### src/rtl/cajero_atm_ctrl.sv
// ATM transaction controller: card detect, 4-digit PIN entry with retry/lockout,
// then a single deposit or withdrawal against an internal 64-bit balance.
module cajero_atm_ctrl #(
    parameter logic [63:0] BALANCE_INICIAL = 64'd1000
) (
    input  logic        CLK,
    input  logic        Reset,
    input  logic        Tarjeta_recibida,
    input  logic [15:0] PIN,
    input  logic [3:0]  Digito,
    input  logic        Digito_STB,
    input  logic        Tipo_trans,
    input  logic [31:0] Monto,
    input  logic        Monto_STB,
    output logic        Balance_actualizado,
    output logic        Entregar_dinero,
    output logic        Fondos_insuficientes,
    output logic        PIN_incorrecto,
    output logic        Advertencia,
    output logic        Bloqueo
);

    // state          | meaning
    // ESPERA_TARJETA | idle, waiting for a card
    // ESPERA_PIN     | collecting PIN digits, checking every 4th
    // ESPERA_MONTO   | PIN accepted, waiting for the amount strobe
    // BLOQUEO        | third consecutive wrong PIN, only Reset leaves
    typedef enum logic [1:0] {
        ESPERA_TARJETA,
        ESPERA_PIN,
        ESPERA_MONTO,
        BLOQUEO
    } state_t;

    state_t      state;
    logic [63:0] balance;
    logic [1:0]  fail_cnt;
    logic [1:0]  digit_cnt;
    logic [15:0] digit_reg;
    logic [15:0] entered_pin;
    logic [63:0] monto_ext;

    assign entered_pin = {digit_reg[11:0], Digito};
    assign monto_ext   = {32'd0, Monto};

    always_ff @(posedge CLK or negedge Reset) begin
        if (!Reset) begin
            state                <= ESPERA_TARJETA;
            balance              <= BALANCE_INICIAL;
            fail_cnt             <= 2'd0;
            digit_cnt            <= 2'd0;
            digit_reg            <= 16'd0;
            Balance_actualizado  <= 1'b0;
            Entregar_dinero      <= 1'b0;
            Fondos_insuficientes <= 1'b0;
            PIN_incorrecto       <= 1'b0;
            Advertencia          <= 1'b0;
            Bloqueo              <= 1'b0;
        end else begin
            Balance_actualizado  <= 1'b0;
            Entregar_dinero      <= 1'b0;
            Fondos_insuficientes <= 1'b0;
            PIN_incorrecto       <= 1'b0;

            case (state)
                ESPERA_TARJETA: begin
                    if (Tarjeta_recibida) begin
                        state <= ESPERA_PIN;
                    end
                end

                ESPERA_PIN: begin
                    if (Digito_STB) begin
                        digit_reg <= entered_pin;
                        if (digit_cnt == 2'd3) begin
                            digit_cnt <= 2'd0;
                            if (entered_pin == PIN) begin
                                fail_cnt    <= 2'd0;
                                Advertencia <= 1'b0;
                                state       <= ESPERA_MONTO;
                            end else begin
                                PIN_incorrecto <= 1'b1;
                                if (fail_cnt == 2'd2) begin
                                    fail_cnt    <= 2'd3;
                                    Advertencia <= 1'b0;
                                    Bloqueo     <= 1'b1;
                                    state       <= BLOQUEO;
                                end else begin
                                    fail_cnt    <= fail_cnt + 2'd1;
                                    Advertencia <= (fail_cnt == 2'd1);
                                end
                            end
                        end else begin
                            digit_cnt <= digit_cnt + 2'd1;
                        end
                    end
                end

                ESPERA_MONTO: begin
                    if (Monto_STB) begin
                        state <= ESPERA_TARJETA;
                        if (!Tipo_trans) begin
                            balance             <= balance + monto_ext;
                            Balance_actualizado <= 1'b1;
                        end else if (monto_ext <= balance) begin
                            balance             <= balance - monto_ext;
                            Balance_actualizado <= 1'b1;
                            Entregar_dinero     <= 1'b1;
                        end else begin
                            Fondos_insuficientes <= 1'b1;
                        end
                    end
                end

                BLOQUEO: begin
                    Bloqueo     <= 1'b1;
                    Advertencia <= 1'b0;
                end

                default: state <= ESPERA_TARJETA;
            endcase
        end
    end

endmodule

### config.mk
export PLATFORM = sky130hd
export DESIGN_NAME = cajero_atm_ctrl
export DESIGN_NICKNAME = d
export VERILOG_FILES = /design/src/rtl/cajero_atm_ctrl.sv
export SDC_FILE = /design/constraint.sdc
export NUM_CORES = 1
export LEC_CHECK = 0
export BUFFER_PORTS_ARGS = -buffer_cell sky130_fd_sc_hd__buf_2
export CAP_MARGIN = 0
export CORE_UTILIZATION = 55
export CTS_CLUSTER_DIAMETER = 120
export CTS_CLUSTER_SIZE = 16
export DETAILED_ROUTE_END_ITERATION = 12
export PLACE_DENSITY = 0.84
export SYNTH_ARGS = -nofsm -noshare
export SYNTH_HDL_FRONTEND = slang
export SYNTH_SLANG_ARGS = --single-unit
### constraint.sdc
create_clock -name CLK -period 3.7 [get_ports CLK]
set_input_delay 0.74 -clock CLK [delete_from_list [all_inputs] [get_ports CLK]]
set_output_delay 0.74 -clock CLK [all_outputs]
set_load 0.05 [all_outputs]
==> results of run 1 <==
==> power breakdown <==
group / total [mW] / leakage [nW] / switching, mW / internal, mW
combinational: 1.50 / 3.32 / 0.894 / 0.609
clock: 0.960 / 0.138 / 0.484 / 0.476
sequential: 1.25 / 1.15 / 0.146 / 1.10
total: 3.71 / 4.60 / 1.52 / 2.18
==> cell usage in the layout (no fill, tap or decap), types with 16 or more instances in the layout <==
master	instances
sky130_fd_sc_hd__a21o_1	16
sky130_fd_sc_hd__a21oi_1	77
sky130_fd_sc_hd__a31oi_1	17
sky130_fd_sc_hd__buf_2	62
sky130_fd_sc_hd__buf_4	70
sky130_fd_sc_hd__dfrtp_1	82
sky130_fd_sc_hd__ha_1	67
sky130_fd_sc_hd__inv_1	71
sky130_fd_sc_hd__nand2_1	144
sky130_fd_sc_hd__nand3_1	29
sky130_fd_sc_hd__nand4_1	35
sky130_fd_sc_hd__nor2_1	84
sky130_fd_sc_hd__nor3_1	37
sky130_fd_sc_hd__o21ai_0	59
sky130_fd_sc_hd__o21ai_1	22
sky130_fd_sc_hd__o31ai_1	20
sky130_fd_sc_hd__xnor2_1	64
==> worst min-delay path by stage <==
stage	slack (ns)	cells past startpoint	start	to
floorplan	0.44	0	Reset	Advertencia
global placement	0.46	1	balance[63]	balance[63]
detailed placement	0.46	1	Bloqueo	Bloqueo
CTS	0.38	1	Reset	balance[22]
global route	0.40	1	Reset	balance[24]
finish	0.34	1	Reset	balance[22]
==> metal layers <==
layer / wire length [um] / up-vias
li1: - / 4316
met1: 11700 / 4247
met2: 12030 / 465
met3: 2424 / 85
met4: 935 / 0
met5: 0 / -
==> worst max-delay path, cell delays in order <==
cell and delay (ns):
sky130_fd_sc_hd__buf_2 0.10, sky130_fd_sc_hd__ha_1 0.16, sky130_fd_sc_hd__inv_1 0.05, sky130_fd_sc_hd__fa_1 0.39, sky130_fd_sc_hd__o21bai_1 0.20, sky130_fd_sc_hd__a211oi_1 0.13
sky130_fd_sc_hd__o2111ai_1 0.47, sky130_fd_sc_hd__a2111oi_4 0.16, sky130_fd_sc_hd__nor2_1 0.25, sky130_fd_sc_hd__o21ai_2 0.19, sky130_fd_sc_hd__o41ai_1 0.44, sky130_fd_sc_hd__nand3_1 0.16
sky130_fd_sc_hd__xnor2_1 0.15
==> cell type report <==
type,instances,area [um^2],share of cell area
Multi-Input combinational cell,919,6071,0.6077
Inverter,77,291.5,0.02918
Sequential cell,88,2210,0.2212
Clock buffer,9,225.2,0.02255
Clock inverter,7,66.31,0.006638
Tap cell,216,270.3,0.02705
Timing Repair Buffer,133,855.8,0.08567
==> kinds of logic after synthesis <==
group	share of synthesized area
AOI/OAI and AO/OA	0.2614
xor gates and xnor gates	0.07714
adders and majority gates	0.09918
buffers and inverters	0.06499
DFF	0.2495
muxes	0.002261
and+or+nand+nor	0.2456
==> results.txt, run 1 <==
Synthesis produced 1,147 cells. The combined global-route utilization of all metal layers is 0.3347. Setup violations remaining at the end of the flow were counted as 0. The top achievable clock speed came out at ~300 MHz. The post-route clock skew is 0.01324 ns. The number of flip-flops in the largest register came out at between 60 and 70. The number of nets in the synthesized netlist came out at roughly 1.3k. The number of top-level pins is 64. The share of synthesized area occupied by flip-flops and latches came out at 0.2495. The min-delay analysis places its worst path in the category in2async.

Averaged over all synthesized cells, the footprint is between 7 and 8 um^2. The via density per instance came out at between 6 and 7. The buffer cell driving the clock tree root is sky130_fd_sc_hd__clkbuf_16.

In this run, CTS created clock tree buffers numbering 9. The required time reported for the critical path endpoint came out at 3.96 ns. The post-synthesis instance area is just under 0.009 mm^2.

The transition at the pin with the smallest max-transition slack came out at a little under 0.9 ns. After clock tree synthesis, the repair step resized 0 gates. In the final timing run, aggregate negative setup slack is 0 ns.

The data arrival time at the worst-slack endpoint came out at between 3 and 4 ns. The first-pass iteration count of the detailed router is 7. The starting utilization of the core area came out at 0.5595.

STA classifies the critical path endpoint as a flip-flop. The Yosys step of the flow raised 0 warnings. The number of failing hold endpoints at the final stage came out at 0. The summed area of non-filler cells in the final layout came out at about 0.010 mm^2. The chip height is between 100 and 150 um. The DRC marker count from the first detailed-route iteration came out at 1,054. The overflow left after global routing is 0.

The met1 routing resource usage after global routing came out at 0.4515. The count of antenna-violating nets left after detailed routing is 0. Following the worst setup path forward leads to its endpoint at balance[60]. The met3 capacity usage during global routing came out at 0.06653. The number of synthesized flops with an enable pin came out at 0. Entering global routing, the biggest net connects 73 pins. The initial antenna violation count is 0. Sorting the synthesized cells by area gives the leading types as sky130_fd_sc_hd__dfrtp_1 23%, sky130_fd_sc_hd__ha_1 9.5%, sky130_fd_sc_hd__xnor2_1 6.3%. The power density normalized to cell area came out at about 370 mW/mm^2. The slack of the worst reg-to-reg path is approximately 0.45 ns. The final worst-path setup slack is around 0.34 ns. The row count is between 40 and 50. The clock net sink count came out at 88.

For this design the static power due to leakage is 4.600 nW. After the flow finishes, the layout carries non-filler instances totaling ~1.4k. The worst slack on hold paths came out at ~0.34 ns. The area share of the largest cell type after synthesis is 0.2317. The weighted congestion reported at the end of routability-driven placement is ~1.0. The largest fanout on the critical path came out at 8. The area after detailed placement came out at 0.009698 mm^2.

The total DRC errors in the routed layout is 0. Of all flip-flops after synthesis, the portion carrying an async set or reset was 1.000. The number of antenna repair diodes is 0. The met2 track demand over resource came out at 0.5224. The wire length per cell is around 19 um. The deepest level of the CTS H-tree is 3. The number of buffers between clock root and the deepest sink came out at 2. The worst register-to-register path ends at balance[60]. The post-synthesis register bit count came out at slightly below 90. The period utilization came out at 0.9080. The worst register-to-register path begins at balance[0]. The number of buffers added to fix hold violations after cts is 0. The number of global-route vias before repair came out at 8,547.

The layer carrying the most global-route usage is met2. The share of post-route cells with drive strength above 1 is 0.1630. Relative to the synthesized area, the layout overhead comes to 12.80%. After floorplanning, the core was sized to cover around 0.016 mm^2.

The worst setup path is launched from an input port. For the worst-skew pair, the clock arrives at the later sink with an insertion delay of 0.37 ns. The max-slew violation count is 0.

Port buffering added 63 buffers. VDD sags by at most ~0.26 mV. The max-cap violation count came out at 0. The most critical setup path has its startpoint at Monto[0].

The critical path in this run is classified as in2reg. The chip width came out at 128.9 um. TritonCTS built the clock tree.

The tightest slew margin relative to the limit came out at 0.4164. The dominant cell type by area after synthesis is sky130_fd_sc_hd__dfrtp_1. Clock-pin slew was measured on the worst setup and hold paths at ~0.080 ns.

The placement-stage worst setup slack came out at between 0.004 and 0.005 ns. By count the netlist is led by 144 x sky130_fd_sc_hd__nand2_1, 84 x sky130_fd_sc_hd__nor2_1, 82 x sky130_fd_sc_hd__dfrtp_1. The routed wire length came out at 27,090 um. The count of cell types in the netlist came out at between 80 and 90.

In the final design database the tool counted approximately 1.4k nets. The shortest period the worst path allows came out at ~3.4 ns. The run finished with clean final reports. The die footprint came out at 0.01661 mm^2. Once placement completed, the tool counted placed cells totaling about 1.4k. The fill cell instance count of the final layout came out at 1,374. The overall via count from detail_route is ~9.1k. The first-pass GRT wire length came out at 43,420 um. Counting cells, the worst reg-to-reg path comes to 12.

Buffers added to address setup during post-CTS repair amount to 0. The power consumption came out at 3.709 mW. Among all flip-flop cells after synthesis, the most frequent one is sky130_fd_sc_hd__dfrtp_1. The library cell with the highest instance count after synthesis is sky130_fd_sc_hd__nand2_1.

Setup repair after global routing left no endpoint under its margin. The post-detailed-placement half-perimeter wirelength is 21,020 um. For this run, the share of the core covered by cells in the final layout is 0.6311.
Note: power is estimated with default switching activity, not from simulation.
==> run 2: changes to the inputs <==
Settings changed: CORE_UTILIZATION 55 to 31, PLACE_DENSITY 0.84 to 0.57.
==> run 2 against run 1 <==
Clock-buffer cell count did not move. Setup slack got worse by 0.085 ns. Sequential cell count did not move. Global-route usage fell by 13 points. Cell area rose by 3.5%. Power rose by 1.6%. Core utilization fell by 26 points. Largest power group unchanged. Sequential share of layout area fell by 0.76 points. Via count fell by 1.7%.
==> results.txt, run 2 (synthesized netlist as in run 1, its figures left out) <==
The routed wire length came out at 29,140 um (+7.6%). The shortest period the worst path allows is 3.444 ns (+0.08465 ns). The sum of buffers and inverters on the critical path is 2 (unchanged).

The die footprint came out at 0.02925 mm^2 (+76%). The worst setup path is of the in2reg kind. The combined global-route utilization of all metal layers was 0.2033 (-0.1314). The combinational cell fraction of total power is 0.412 (+0.007). The delay of the slowest cell on the worst path came out at 0.55 ns (+0.08 ns). The largest net degree at the start of global routing is 45 (-38%). The capturing element type of the critical path is a flip-flop. The weighted congestion reported at the end of routability-driven placement is 0.9959 (-3.6%). Clock tree synthesis selected as its root buffer the cell sky130_fd_sc_hd__clkbuf_16. In the layout the commonest cells are 144 x sky130_fd_sc_hd__nand2_1, 84 x sky130_fd_sc_hd__nor2_1, 82 x sky130_fd_sc_hd__dfrtp_1. The total of cells resized after clock tree synthesis came out at 0 (unchanged).

The fill cell instance count of the final layout is 3,028 (+120%). The critical path goes through buf_2 > inv_1 > ha_1 > nor2b_1 > o311ai_1 > a311oi_2 > o2111ai_1 > a211oi_1 > o21ai_1 > nand2_1 > a41oi_1 > xnor2_1. The data arrival time at the worst-slack endpoint came out at 3.72 ns (+0.10 ns). The largest fanout on the critical path came to 4 (-4). The cell count after placement was 1,606 (+12%). Setup repair after global routing left no endpoint under its margin. The leakage power figure is 4.686 nW (+1.9%). The proportion of total power due to net switching is 0.4102 (-0.0008129). In this design, the largest share of critical-path delay is due to compound AO/OA/AOI/OAI gates. The clock latency of the later-clocked register in the worst-skew pair came out at 0.37 ns (about the same). On the critical path, the stage with the largest delay is an instance of sky130_fd_sc_hd__o311ai_1. The type of the worst min-delay path is in2async. The chip height came out at 171.0 um (+33%). The library cell used most frequently in the layout, excluding fill and tap cells, is sky130_fd_sc_hd__nand2_1. The number of top-level pins is 64 (unchanged). The summed area of non-filler cells in the final layout came out at 0.01034 mm^2 (+3.5%). The power consumption came out at 3.769 mW (+1.6%). The highest ir drop seen on vdd came to 0.1618 mV (-38%). The chip width came out at 171.0 um (+33%). The top achievable clock speed is 290.3 MHz (-2.5%).

The clock net sink count is 88 (unchanged). The number of antenna repair diodes came out at 0 (unchanged). The required time reported for the critical path endpoint came out at 3.98 ns (+0.02 ns). The clock slew seen by the registers of the worst setup and hold paths is 0.09 ns (about the same).

The layout-stage area growth over the synthesis result is 16.80%. The number of buffers between clock root and the deepest sink came to 2 (unchanged). The worst slack on hold paths is 0.3190 ns (-0.02187 ns). The DRC marker count from the first detailed-route iteration came out at 825 (-22%). The tightest slew margin relative to the limit was 0.5526 (+0.1362). The total negative setup slack came to 0 ns (unchanged). The overflow left after global routing came out at 0 (unchanged).

The share of post-route cells with drive strength above 1 was 0.1704 (+0.007401). The switching power is 1.546 mW (+1.4%). The max-cap violation count is 0 (unchanged).

The initial antenna violation count came out at 0 (unchanged). The wire length per cell came out at 17.96 um (-3.9%). The row count came out at 61 (+33%). The starting utilization of the core area is 0.3170 (-0.2425).

The number of failing hold endpoints at the final stage came out at 0 (unchanged). The number of logic stages on the critical path including buffering is 12 (-1). The length in cells of the worst reg-to-reg path came out at 14 (+2). The count of non-filler cells in the finished layout came out at 1,622 (+12%). The period utilization is 0.9309 (+0.02288).

The post-route clock skew came to 0.01568 ns (+0.002436 ns). The deepest level of the CTS H-tree is 3 (unchanged). The number of I/O port buffers was 63 (unchanged). The overall via count from detail_route is 8,957 (-1.7%). The number of flip-flops in the largest register is 64 (unchanged). The number of failing setup endpoints in the final timing report is 0 (unchanged).

The via density per instance is 5.522 (-12%). The first-pass iteration count of the detailed router is 5 (-2). The relative contribution of the clock network to total power was 0.259 (about the same). The core area is 0.02793 mm^2 (+76%). The total DRC errors in the routed layout came out at 0 (unchanged). The transition at the pin with the smallest max-transition slack is 0.6606 ns (-0.2147 ns). The number of global-route vias before repair was 8,632 (+0.99%). The placement-stage worst setup slack came out at -0.1164 ns (-0.1210 ns).

The power density normalized to cell area is 364.4 mW/mm^2 (-1.8%). The count of antenna-violating nets left after detailed routing is 0 (unchanged). The critical path launch point type is an input port. The total clock buffers created by CTS was 9 (unchanged). The internal portion of total power is 2.223 mW (+1.8%).

The number of setup buffers added after CTS is 0 (unchanged). The max-slew violation count came out at 0 (unchanged). The final worst-path setup slack came out at 0.2556 ns (-0.08465 ns). The run finished with clean final reports.

The final standard cell utilization of the core is 0.3703 (-0.2609). The share of power burned in registers came out at 0.329 (-0.007). The first-pass GRT wire length is 46,770 um (+7.7%). The number of buffers added to fix hold violations after cts is 0 (unchanged). The post-detailed-placement half-perimeter wirelength is 22,720 um (+8.1%). TritonCTS built the clock tree.

The layout net count is 1,366 (+0.81%). The area after detailed placement came to 0.01005 mm^2 (+3.6%).
## run 2: layout make-up
cell class                      instances  area, um^2  area share
Multi-Input combinational cell        919        6071      0.5869
Sequential cell                        88        2210      0.2136
Timing Repair Buffer                  144        1001     0.09677
Tap cell                              378       473.0     0.04572
Inverter                               77       291.5     0.02818
Clock buffer                            9       225.2     0.02177
Clock inverter                          7       72.57    0.007016
## run 2: worst reg2reg max path: stages (launching register included)
cell and delay [ns]:
sky130_fd_sc_hd__dfrtp_1 0.39, sky130_fd_sc_hd__ha_1 0.21, sky130_fd_sc_hd__inv_1 0.07, sky130_fd_sc_hd__fa_1 0.18, sky130_fd_sc_hd__o21bai_1 0.09, sky130_fd_sc_hd__a211oi_1 0.32
sky130_fd_sc_hd__o2111ai_1 0.16, sky130_fd_sc_hd__buf_4 0.17, sky130_fd_sc_hd__buf_4 0.14, sky130_fd_sc_hd__a2111oi_4 0.33, sky130_fd_sc_hd__nor2_1 0.15, sky130_fd_sc_hd__o21a_1 0.26
sky130_fd_sc_hd__o211ai_1 0.45, sky130_fd_sc_hd__nor2_1 0.12, sky130_fd_sc_hd__xor2_1 0.16
## run 2: metal layers
layer	track usage	vias to the layer above	share of wire
met2	0.3151	309	0.44
li1	-	4338	-
met5	0	-	0
met3	0.02498	41	0.056
met4	0.07220	0	0.024
met1	0.2879	4269	0.48
## run 2: final timing paths
kind	slack (ns)	start	endpoint
worst max-delay path	0.26	Monto[1]	balance[47]
worst min register to register	0.48	Bloqueo	Bloqueo
max in group asynchronous	2.65	Reset	balance[1]
worst min-delay path	0.32	Reset	balance[23]
worst max register to register	0.38	balance[0]	balance[48]
min in group CLK	0.48	Bloqueo	Bloqueo
## run 2: power by group through the flow
stage	logic, mW	registers (mW)	clock network, mW
final	1.55	1.24	0.978
after global routing	1.72	1.26	1.04
after CTS	1.54	1.24	1.00
after detailed placement	1.53	1.26	0
after global placement	1.53	1.25	0
after floorplan	1.05	1.21	0
